**src/rtl/music_pkg.sv**
```systemverilog
// Shared definitions for the note-ROM song player: state encoding, scale
// constants and the base-octave half-period table at 100 MHz.
package music_pkg;

  typedef enum logic [2:0] {
    S_IDLE,
    S_FETCH,
    S_CAPTURE,
    S_DIV,
    S_PLAY
  } state_t;

  localparam int NOTES_PER_OCT = 12;
  localparam int MAX_OCT       = 6;

  // Half-periods in clk cycles for note 1 (A1) through note 12 (G#2).
  localparam int unsigned BASE_HP [NOTES_PER_OCT] = '{
    909091, 858068, 809917, 764460, 721543, 681049,
    642824, 606745, 572688, 540546, 510210, 481575
  };

  function automatic int unsigned base_hp(input logic [3:0] idx);
    return (idx < 4'(NOTES_PER_OCT)) ? BASE_HP[idx] : 0;
  endfunction

endpackage

```
**src/rtl/tone_gen.sv**
```systemverilog
// Square-wave generator: a half-period down-counter that toggles the speaker
// each time it reaches zero. restart silences and re-phases the tone.
module tone_gen #(
  parameter int HP_W = 20
) (
  input  logic            clk,
  input  logic            rst_n,
  input  logic            en,
  input  logic            restart,
  input  logic [HP_W-1:0] half_period,
  output logic            speaker
);

  logic [HP_W-1:0] cnt;
  logic            armed;

  // The first enabled cycle only loads the counter, so the first edge comes a
  // full half-period after the note starts.
  always_ff @(posedge clk or negedge rst_n) begin
    if (!rst_n) begin
      // NOTE: non-blocking assignments make every flop see pre-edge values; blocking ones here would race.
      cnt     <= '0;
      armed   <= 1'b0;
      speaker <= 1'b0;
    end else if (restart) begin
      cnt     <= '0;
      armed   <= 1'b0;
      speaker <= 1'b0;
    end else if (en) begin
      if (!armed) begin
        cnt   <= half_period - HP_W'(1);
        armed <= 1'b1;
      end else if (cnt == '0) begin
        cnt     <= half_period - HP_W'(1);
        speaker <= ~speaker;
      end else begin
        cnt <= cnt - HP_W'(1);
      end
    end
  end

endmodule

```
**src/rtl/song_player.sv**
```systemverilog
// Plays a song from the note ROM: one ROM entry per beat, note index turned
// into octave/semitone by repeated subtraction, then sounded by tone_gen.
module song_player
  import music_pkg::*;
#(
  parameter int TICKS_PER_BEAT = 12_500_000,
  parameter int HP_W           = 20
) (
  input  logic       clk,
  input  logic       rst_n,
  input  logic       start,
  input  logic       stop,
  input  logic       loop_en,
  input  logic [7:0] song_last,
  output logic [7:0] address,
  input  logic [7:0] note,
  output logic       speaker,
  output logic       playing,
  output logic [7:0] cur_note,
  output logic       done
);

  localparam int BEAT_W = $clog2(TICKS_PER_BEAT);

  state_t            state;
  logic [BEAT_W-1:0] beat_cnt;
  logic [7:0]        n;
  logic [7:0]        rem;
  logic [2:0]        oct;
  logic              rest;
  logic              beat_end;
  logic              tone_en;
  logic              tone_restart;
  logic [HP_W-1:0]   half_period;

  // DIV is at most seven cycles, so with >= 16 ticks the beat always ends in PLAY.
  assign beat_end     = (state == S_PLAY) && (beat_cnt == BEAT_W'(TICKS_PER_BEAT - 1));
  assign half_period  = HP_W'(base_hp(rem[3:0]) >> oct);
  assign tone_en      = (state == S_PLAY) && !rest;
  assign tone_restart = stop || beat_end || (state != S_PLAY);

  always_ff @(posedge clk or negedge rst_n) begin
    if (!rst_n) begin
      state    <= S_IDLE;
      address  <= '0;
      beat_cnt <= '0;
      n        <= '0;
      rem      <= '0;
      oct      <= '0;
      rest     <= 1'b0;
      playing  <= 1'b0;
      cur_note <= '0;
      done     <= 1'b0;
    end else if (stop) begin
      state    <= S_IDLE;
      address  <= '0;
      beat_cnt <= '0;
      playing  <= 1'b0;
      cur_note <= '0;
      done     <= 1'b0;
    end else begin
      done <= 1'b0;
      if (state != S_IDLE) beat_cnt <= beat_cnt + BEAT_W'(1);
      case (state)
        S_IDLE: begin
          address <= '0;
          if (start) begin
            state    <= S_FETCH;
            beat_cnt <= '0;
            playing  <= 1'b1;
          end
        end
        S_FETCH: state <= S_CAPTURE;
        S_CAPTURE: begin
          n    <= note;
          rem  <= note - 8'd1;
          oct  <= '0;
          rest <= (note == 8'd0);
          state <= (note == 8'd0) ? S_PLAY : S_DIV;
        end
        S_DIV: begin
          if (rem >= 8'(NOTES_PER_OCT)) begin
            rem <= rem - 8'(NOTES_PER_OCT);
            oct <= oct + 3'd1;
            // Above the top octave the note is treated as silence.
            if (oct == 3'(MAX_OCT - 1)) begin
              rest  <= 1'b1;
              state <= S_PLAY;
            end
          end else begin
            state    <= S_PLAY;
            cur_note <= n;
          end
        end
        S_PLAY: begin
          if (beat_end) begin
            cur_note <= '0;
            beat_cnt <= '0;
            if (address != song_last) begin
              address <= address + 8'd1;
              state   <= S_FETCH;
            end else if (loop_en) begin
              address <= '0;
              state   <= S_FETCH;
            end else begin
              address <= '0;
              state   <= S_IDLE;
              playing <= 1'b0;
              done    <= 1'b1;
            end
          end
        end
        default: state <= S_IDLE;
      endcase
    end
  end

  tone_gen #(.HP_W(HP_W)) u_tone (
    .clk        (clk),
    .rst_n      (rst_n),
    .en         (tone_en),
    .restart    (tone_restart),
    .half_period(half_period),
    .speaker    (speaker)
  );

endmodule

```
**config.mk**
```make
export PLATFORM = sky130hd
export DESIGN_NAME = song_player
export DESIGN_NICKNAME = d
export VERILOG_FILES = /design/src/rtl/music_pkg.sv /design/src/rtl/tone_gen.sv /design/src/rtl/song_player.sv
export SDC_FILE = /design/constraint.sdc
export NUM_CORES = 1
export LEC_CHECK = 0
export CAP_MARGIN = 30
export CORE_UTILIZATION = 60
export CTS_BUF_LIST = sky130_fd_sc_hd__clkbuf_2
export DETAILED_ROUTE_END_ITERATION = 8
export PLACE_DENSITY_LB_ADDON = 0.1
export SLEW_MARGIN = 20
export SYNTH_ARGS = -nofsm -noshare
export SYNTH_HDL_FRONTEND = slang
export SYNTH_HIERARCHICAL = 1
export SYNTH_SLANG_ARGS = --single-unit
export TNS_END_PERCENT = 5
```
**constraint.sdc**
```tcl
create_clock -name clk -period 3.9 [get_ports clk]
set_input_delay 0.975 -clock clk [delete_from_list [all_inputs] [get_ports clk]]
set_output_delay 0.975 -clock clk [all_outputs]
set_load 0.02 [all_outputs]
```
; ---- After elaboration in Yosys (flattened, before gate mapping)
; Memory sizes are Yosys's and may differ from the RTL's.
; Cells that the tools add are included.
; Widths: inputs -> output; s select.
[totals]
register_bits = 87
rom_bits = 512
input_bits = 21
out_inout_bits = 19
word_cells = 120
n_memories = 1
[op_classes]
add_sub_neg = 7
n_lt_le_gt_ge = 3
eq_ne = 16
shifts = 1
muxes = 53
bitwise = 3
reduce_logical = 23
[memory_table]
columns = name, depth, width, read_ports, rd_clocked_by_memory_dff, wr, line
row1 = (no name shown), 16, 32, 1, 0, 0, music_pkg.sv:23  ; return (idx < 4'(NOTES_PER_OCT)) ? BASE_HP[idx] : 0;
[op_table]
columns = operator, n
row1 = $mux 24, 4
row2 = $mux 32, 3
row3 = $mux 20, 4
row4 = $mux 8, 7
row5 = $pmux 24 s2, 1
row6 = $pmux 8 s2, 3
row7 = $sub 20x1->20 const B, 2
row8 = $shr 32x3->20, 1
row9 = $add 24x1->24 const B, 1
row10 = $eq 24x24->1 const B, 1
row11 = $mux 3, 7
row12 = $logic_not 20->1, 1
row13 = $mux 1, 20
row14 = $ne 3x3->1 const B, 6
row15 = $pmux 3 s5, 1
row16 = $reduce_and 3->1, 4
row17 = $reduce_bool 3->1, 3
row18 = $add 8x1->8 const B, 1
row19 = $ge 8x4->1 const B, 1
row20 = $logic_not 8->1, 1
row21 = $ne 8x8->1, 1
row22 = $reduce_bool 2->1, 4
row23 = $sub 8x1->8 const B, 1
row24 = $sub 8x4->8 const B, 1
row25 = other kinds (19), 27

; ---- Depth between registers and ports, before layout
[depth]
depth_word = 11
depth_mapped = 15
depth_no_buf = 15

; ---- Hierarchy
; The synthesis kept the hierarchy.
[modules_own_cells]
columns = mod, instances, cells_each, area_per_inst_um2, seq_area_each_um2
row1 = song_player, 1, 542, 4530.6, 1626.6
row2 = tone_gen, 1, 240, 1854.3, 550.5

; ---- Worst setup path after synthesis
; No wires, ideal clock.
[synth_path]
path_type = register to register
from = reg rem[1]
to = reg u_tone.cnt[12]
setup_ps = 64
arrival_time_ps = 3343
required_ps = 3836
path_slack_ps = 493
path_stages_with_launch = 16
n_path_buf = 0
period_less_slack_ps = 3407
cell_sequence = dfrtp_1 > inv_1 > ha_1 > nor2b_1 > a211o_1 > a311o_1 > o21ai_0 > a21oi_1 > inv_1 > ha_1 > nor2b_1 > nand3_1 > or3_1 > xor2_1 > a211oi_1 > a31o_2
[synth_between]
elab_chain_cells = 11
elab_cells_between_ends = 12
classes_between = 1 x add/sub / 1 x order compare / 1 x shift / 7 x mux / 1 x bitwise / 1 x memory
[synth_lines]
columns = element, line
row1 = "start, declared", song_player.sv:28  ; logic [7:0] rem;
row2 = "start signal, assigned", song_player.sv:76  ; rem <= note - 8'd1;
row3 = "start signal, assigned", song_player.sv:83  ; rem <= rem - 8'(NOTES_PER_OCT);
row4 = $not 4->5 (not written as such), music_pkg.sv:23
row5 = $mem_v2 16x32, n/a
row6 = $mux 32 (not written as such) (2 in a row), music_pkg.sv:23
row7 = $mux 32 *, music_pkg.sv:23
row8 = $shr 32x3->20 *, song_player.sv:38  ; assign half_period = HP_W'(base_hp(rem[3:0]) >> oct);
row9 = named net half_period[0], song_player.sv:34  ; logic [HP_W-1:0] half_period;
row10 = $sub 20x1->20 *, "tone_gen.sv:31, tone_gen.sv:34"
row11 = $mux 20, tone_gen.sv:33  ; end else if (cnt == '0) begin
row12 = $mux 20 *, tone_gen.sv:30  ; if (!armed) begin
row13 = $mux 20 *, tone_gen.sv:29  ; end else if (en) begin
row14 = $mux 20 *, tone_gen.sv:25  ; end else if (restart) begin
row15 = "end signal, assigned", tone_gen.sv:31  ; cnt <= half_period - HP_W'(1);
row16 = "end signal, assigned", tone_gen.sv:34  ; cnt <= half_period - HP_W'(1);
row17 = "end signal, assigned", tone_gen.sv:37  ; cnt <= cnt - HP_W'(1);
row18 = "end, declared", tone_gen.sv:14  ; logic [HP_W-1:0] cnt;
; Mark *: on every way through the listed nets, which the timed path passes. The rest lies on a longest branch. The select of a mux whose other input is x is not followed.
; A chain may end at the register's enable or synchronous reset.

; ---- Final worst setup path
; Same ends and word-level chain as after synthesis.

==> run_results.csv <==
group,metric,value,unit
floorplan,dieHeight,105,µm
sta,rsz0062_at_grt,"false",
sta,relSlewSlack,0.495,
critical_path,r2r-end,"u_tone/cnt[12]",
finish,drive_gt1_frac,0.0741,
critical_path,max_stage_delay,0.43,ns
global_route,antenna_found_initial,0,
sta,tightest_slew,0.750,ns
drt,wire_per_inst,15.8,µm
place,dp_hpwl,10.9,mm
yosys,synth_enable_flop_cells,0,
critical_path,cp.required,4.42,ns
pwr,ir_drop,0.000376,V
finish,n_antenna_cell,0,
floorplan,start_util,0.618,
clock_network,h-tree-depth,3,
floorplan,fp-row-count,37,
sta,hold_viol,0,
global_route,grt_pass1_vias,5505,
sta,drv_slew,0,
sta,tns,0,ns
outcome,outcome,"finished, final reports clean",
yosys,ys_seq_area_frac,0.341,
critical_path,reg2reg_from,"rem[1]",
sta,fin_skew,0.0450,ns
drt,via_per_inst,6.12,
clock_network,numClockSinks,87,
yosys,synth-main-ff-cell,"dfrtp_1",
finish,area_growth,9.56,%
floorplan,die_area,11100,µm²
yosys,syn_area_per_cell,8.16,µm²
yosys,syn_inst,782,
yosys,ys_types,81,
flow_run,cap_violations,0,
place,place_area,6850,µm²
drt,first_pass_iters,5,
clock_network,clk_path_buf_depth,2,
critical_path,cpMaxStageDelayCell,"dfrtp_1",
finish,design_area,7000,µm²
critical_path,cp-end-kind,"flip-flop",
global_route,grt_util_met1,0.384,
global_route,grtUsageMet3,0.0418,
floorplan,dieWidth,105,µm
place,port_buffers,39,
critical_path,startpoint_type,"flip-flop",
yosys,syn_area,6380,µm²
sta,finalSetupViolations,0,
global_route,grt-busiest-layer,"met2",
critical_path,worstPathCellList,"inv_1 -> ha_1 -> nor2b_1 -> a211o_1 -> a311o_1 -> o21ai_0 -> a21oi_1 -> inv_1 -> ha_1 -> nor2b_1 -> nand3_1 -> or3_1 -> xor2_1 -> a211oi_1 -> a31o_2",
sta,fmax,0.281,GHz
clock_network,clk_pin_slew,0.28,ns
place,gp_congestion,0.880,
critical_path,cp-endpoint,"u_tone/cnt[12]",
clock_network,post_cts_resized,0,
sta,period_minus_slack,3.56,ns
critical_path,crit_fanout,7,
pwr,leakagePower,2.86,nW
yosys,synthArstFlopShare,1.00,
drt,num_vias,5790,
clock_network,ctsHoldBuffers,0,
drt,drc_errors,0,
yosys,ys_warn_count,6,
global_route,grtUsageMet2,0.472,
min_path,min_path_type,"in2async",
drt,drtIter0Drc,354,
critical_path,cp-startpoint,"rem[1]",
global_route,grt_util_all_layers,0.288,
clock_network,cts_inserted_buffers,9,
drt,wirelength,15.0,mm
yosys,synth_fp_nets,819,
finish,fin_nets,842,
global_route,grt_max_degree,45,
floorplan,core_area,10300,µm²
pwr,power_density,536,nW/µm²
drt,ant_nets,0,
clock_network,cts-root-buf,"clkbuf_2",
global_route,grt_pass1_wl,25.7,mm
critical_path,reg2reg_depth,15,
critical_path,rrSetupSlack,0.34,ns
global_route,grt_overflow_total,0,
floorplan,boundaryPins,40,
sta,holdWs,0.329,ns
clock_network,clock_latency,0.56,ns
finish,n_fill_cell,864,
clock_network,cts_tree,"built",
yosys,synth_seq_cells,87,
critical_path,crit_arrival,4.08,ns
sta,fin_crit_sh,0.914,
clock_network,post_cts.repair.setup_buffers,0,
critical_path,criticalPathCategory,"reg2reg",
stage by stage:
step	cells	util	setup WS, ns	total power, mW
finish	946	0.678	0.336	3.75
global route	946	0.678	0.0133	4.07
CTS	944	0.675	0.305	3.75
detailed placement	928	0.663	0.320	3.25
global placement	928	0.663	0.428	3.23
floorplan	782	-	0.493	2.69
worst max-delay path, delay by kind of cell (launching register included):
family          cells  cell delay, ns
compound gates      6            1.29
xor+xnor            1            0.15
fa+ha+maj           2            0.44
buf+inv             2            0.22
flops               1            0.43
simple gates        4            1.03
cells in the final DEF (no fill, tap or decap), types with 4 or more instances in the layout:
master           count
xnor2_1             15
o211ai_1             6
o22ai_1              5
nor4_1              16
a22oi_1              4
and2_1               6
nand2b_1             9
clkbuf_2             9
dfrtp_1             87
ha_1                16
a21o_1               4
clkdlybuf4s50_1     38
a211oi_1             8
and3_1               6
nor2b_1              8
a31oi_1             11
nand2_1            102
nand3_1             31
nand4_1             14
o21ai_0             49
nor3_1              30
buf_4               17
or3_1               11
a32oi_1              4
a21oi_1             40
inv_1               29
nor2_1              75
mux2i_1             27
or4_1                4
o31ai_1              8
xor2_1              39
power by group:
group | internal [mW] | switching (mW) | total [mW]
Sequential | 1.02 | 0.104 | 1.12
Combinational | 0.847 | 1.29 | 2.14
Clock | 0.157 | 0.329 | 0.487
worst min path at each step:
stage	slack [ns]	startpoint	to	depth (start not counted)
finish	0.33	rst_n	u_tone/cnt[13]	1
global route	0.29	rst_n	u_tone/cnt[13]	1
CTS	0.31	rst_n	u_tone/cnt[13]	1
detailed placement	0.47	n[2]	n[2]	2
global placement	0.46	n[2]	n[2]	2
floorplan	0.45	n[2]	n[2]	2
synthesized netlist by cell type, drive strengths merged (11+ instances only):
cell type,n,area [µm²]
or3,11,68.8
dfrtp,87,2180
nor4,19,155
clkbuf,27,103
xor2,39,342
nand2,102,383
nand3,31,155
nor2,76,285
nand4,15,109
o21ai,54,285
nor3,33,175
mux2i,27,270
a21oi,40,200
ha,16,200
buf,18,116
a31oi,12,81.3
inv,29,109
xnor2,15,131
metal layers:
metal,routed length [µm],part of all wire,vias to the layer above
li1,-,-,2858
met4,372,0.025,0
met3,485,0.032,34
met5,0,0,-
met1,6980,0.47,2766
met2,7150,0.48,132
cell families after synthesis:
kind of cell | count (synthesis) | synth area share
and+or+nand+nor | 340 | 0.268
AOI/OAI and AO/OA | 180 | 0.186
DFF | 87 | 0.341
buffers and inverters | 75 | 0.0519
xor gates and xnor gates | 54 | 0.0741
muxes | 30 | 0.0476
adders and majority gates | 16 | 0.0314
cell type report:
cell class	count	area, µm²	share of cell area
flip-flops and latches	87	2180	0.311
clock inverters	7	78.8	0.0113
repair buffers	57	528	0.0755
clock buffers	9	45.0	0.00644
multi-input cells	620	3880	0.555
well taps	136	170	0.0243
inverters	30	113	0.0161
flip-flops by register name (all words and copies together), names as in the netlist:
register,count
rem,8
u_tone/speaker,1
playing,1
oct,3
u_tone/armed,1
done,1
u_tone/cnt,20
cur_note,8
address,8
state,3
rest,1
n,8
beat_cnt,24
(Power assumes the default switching activity.)
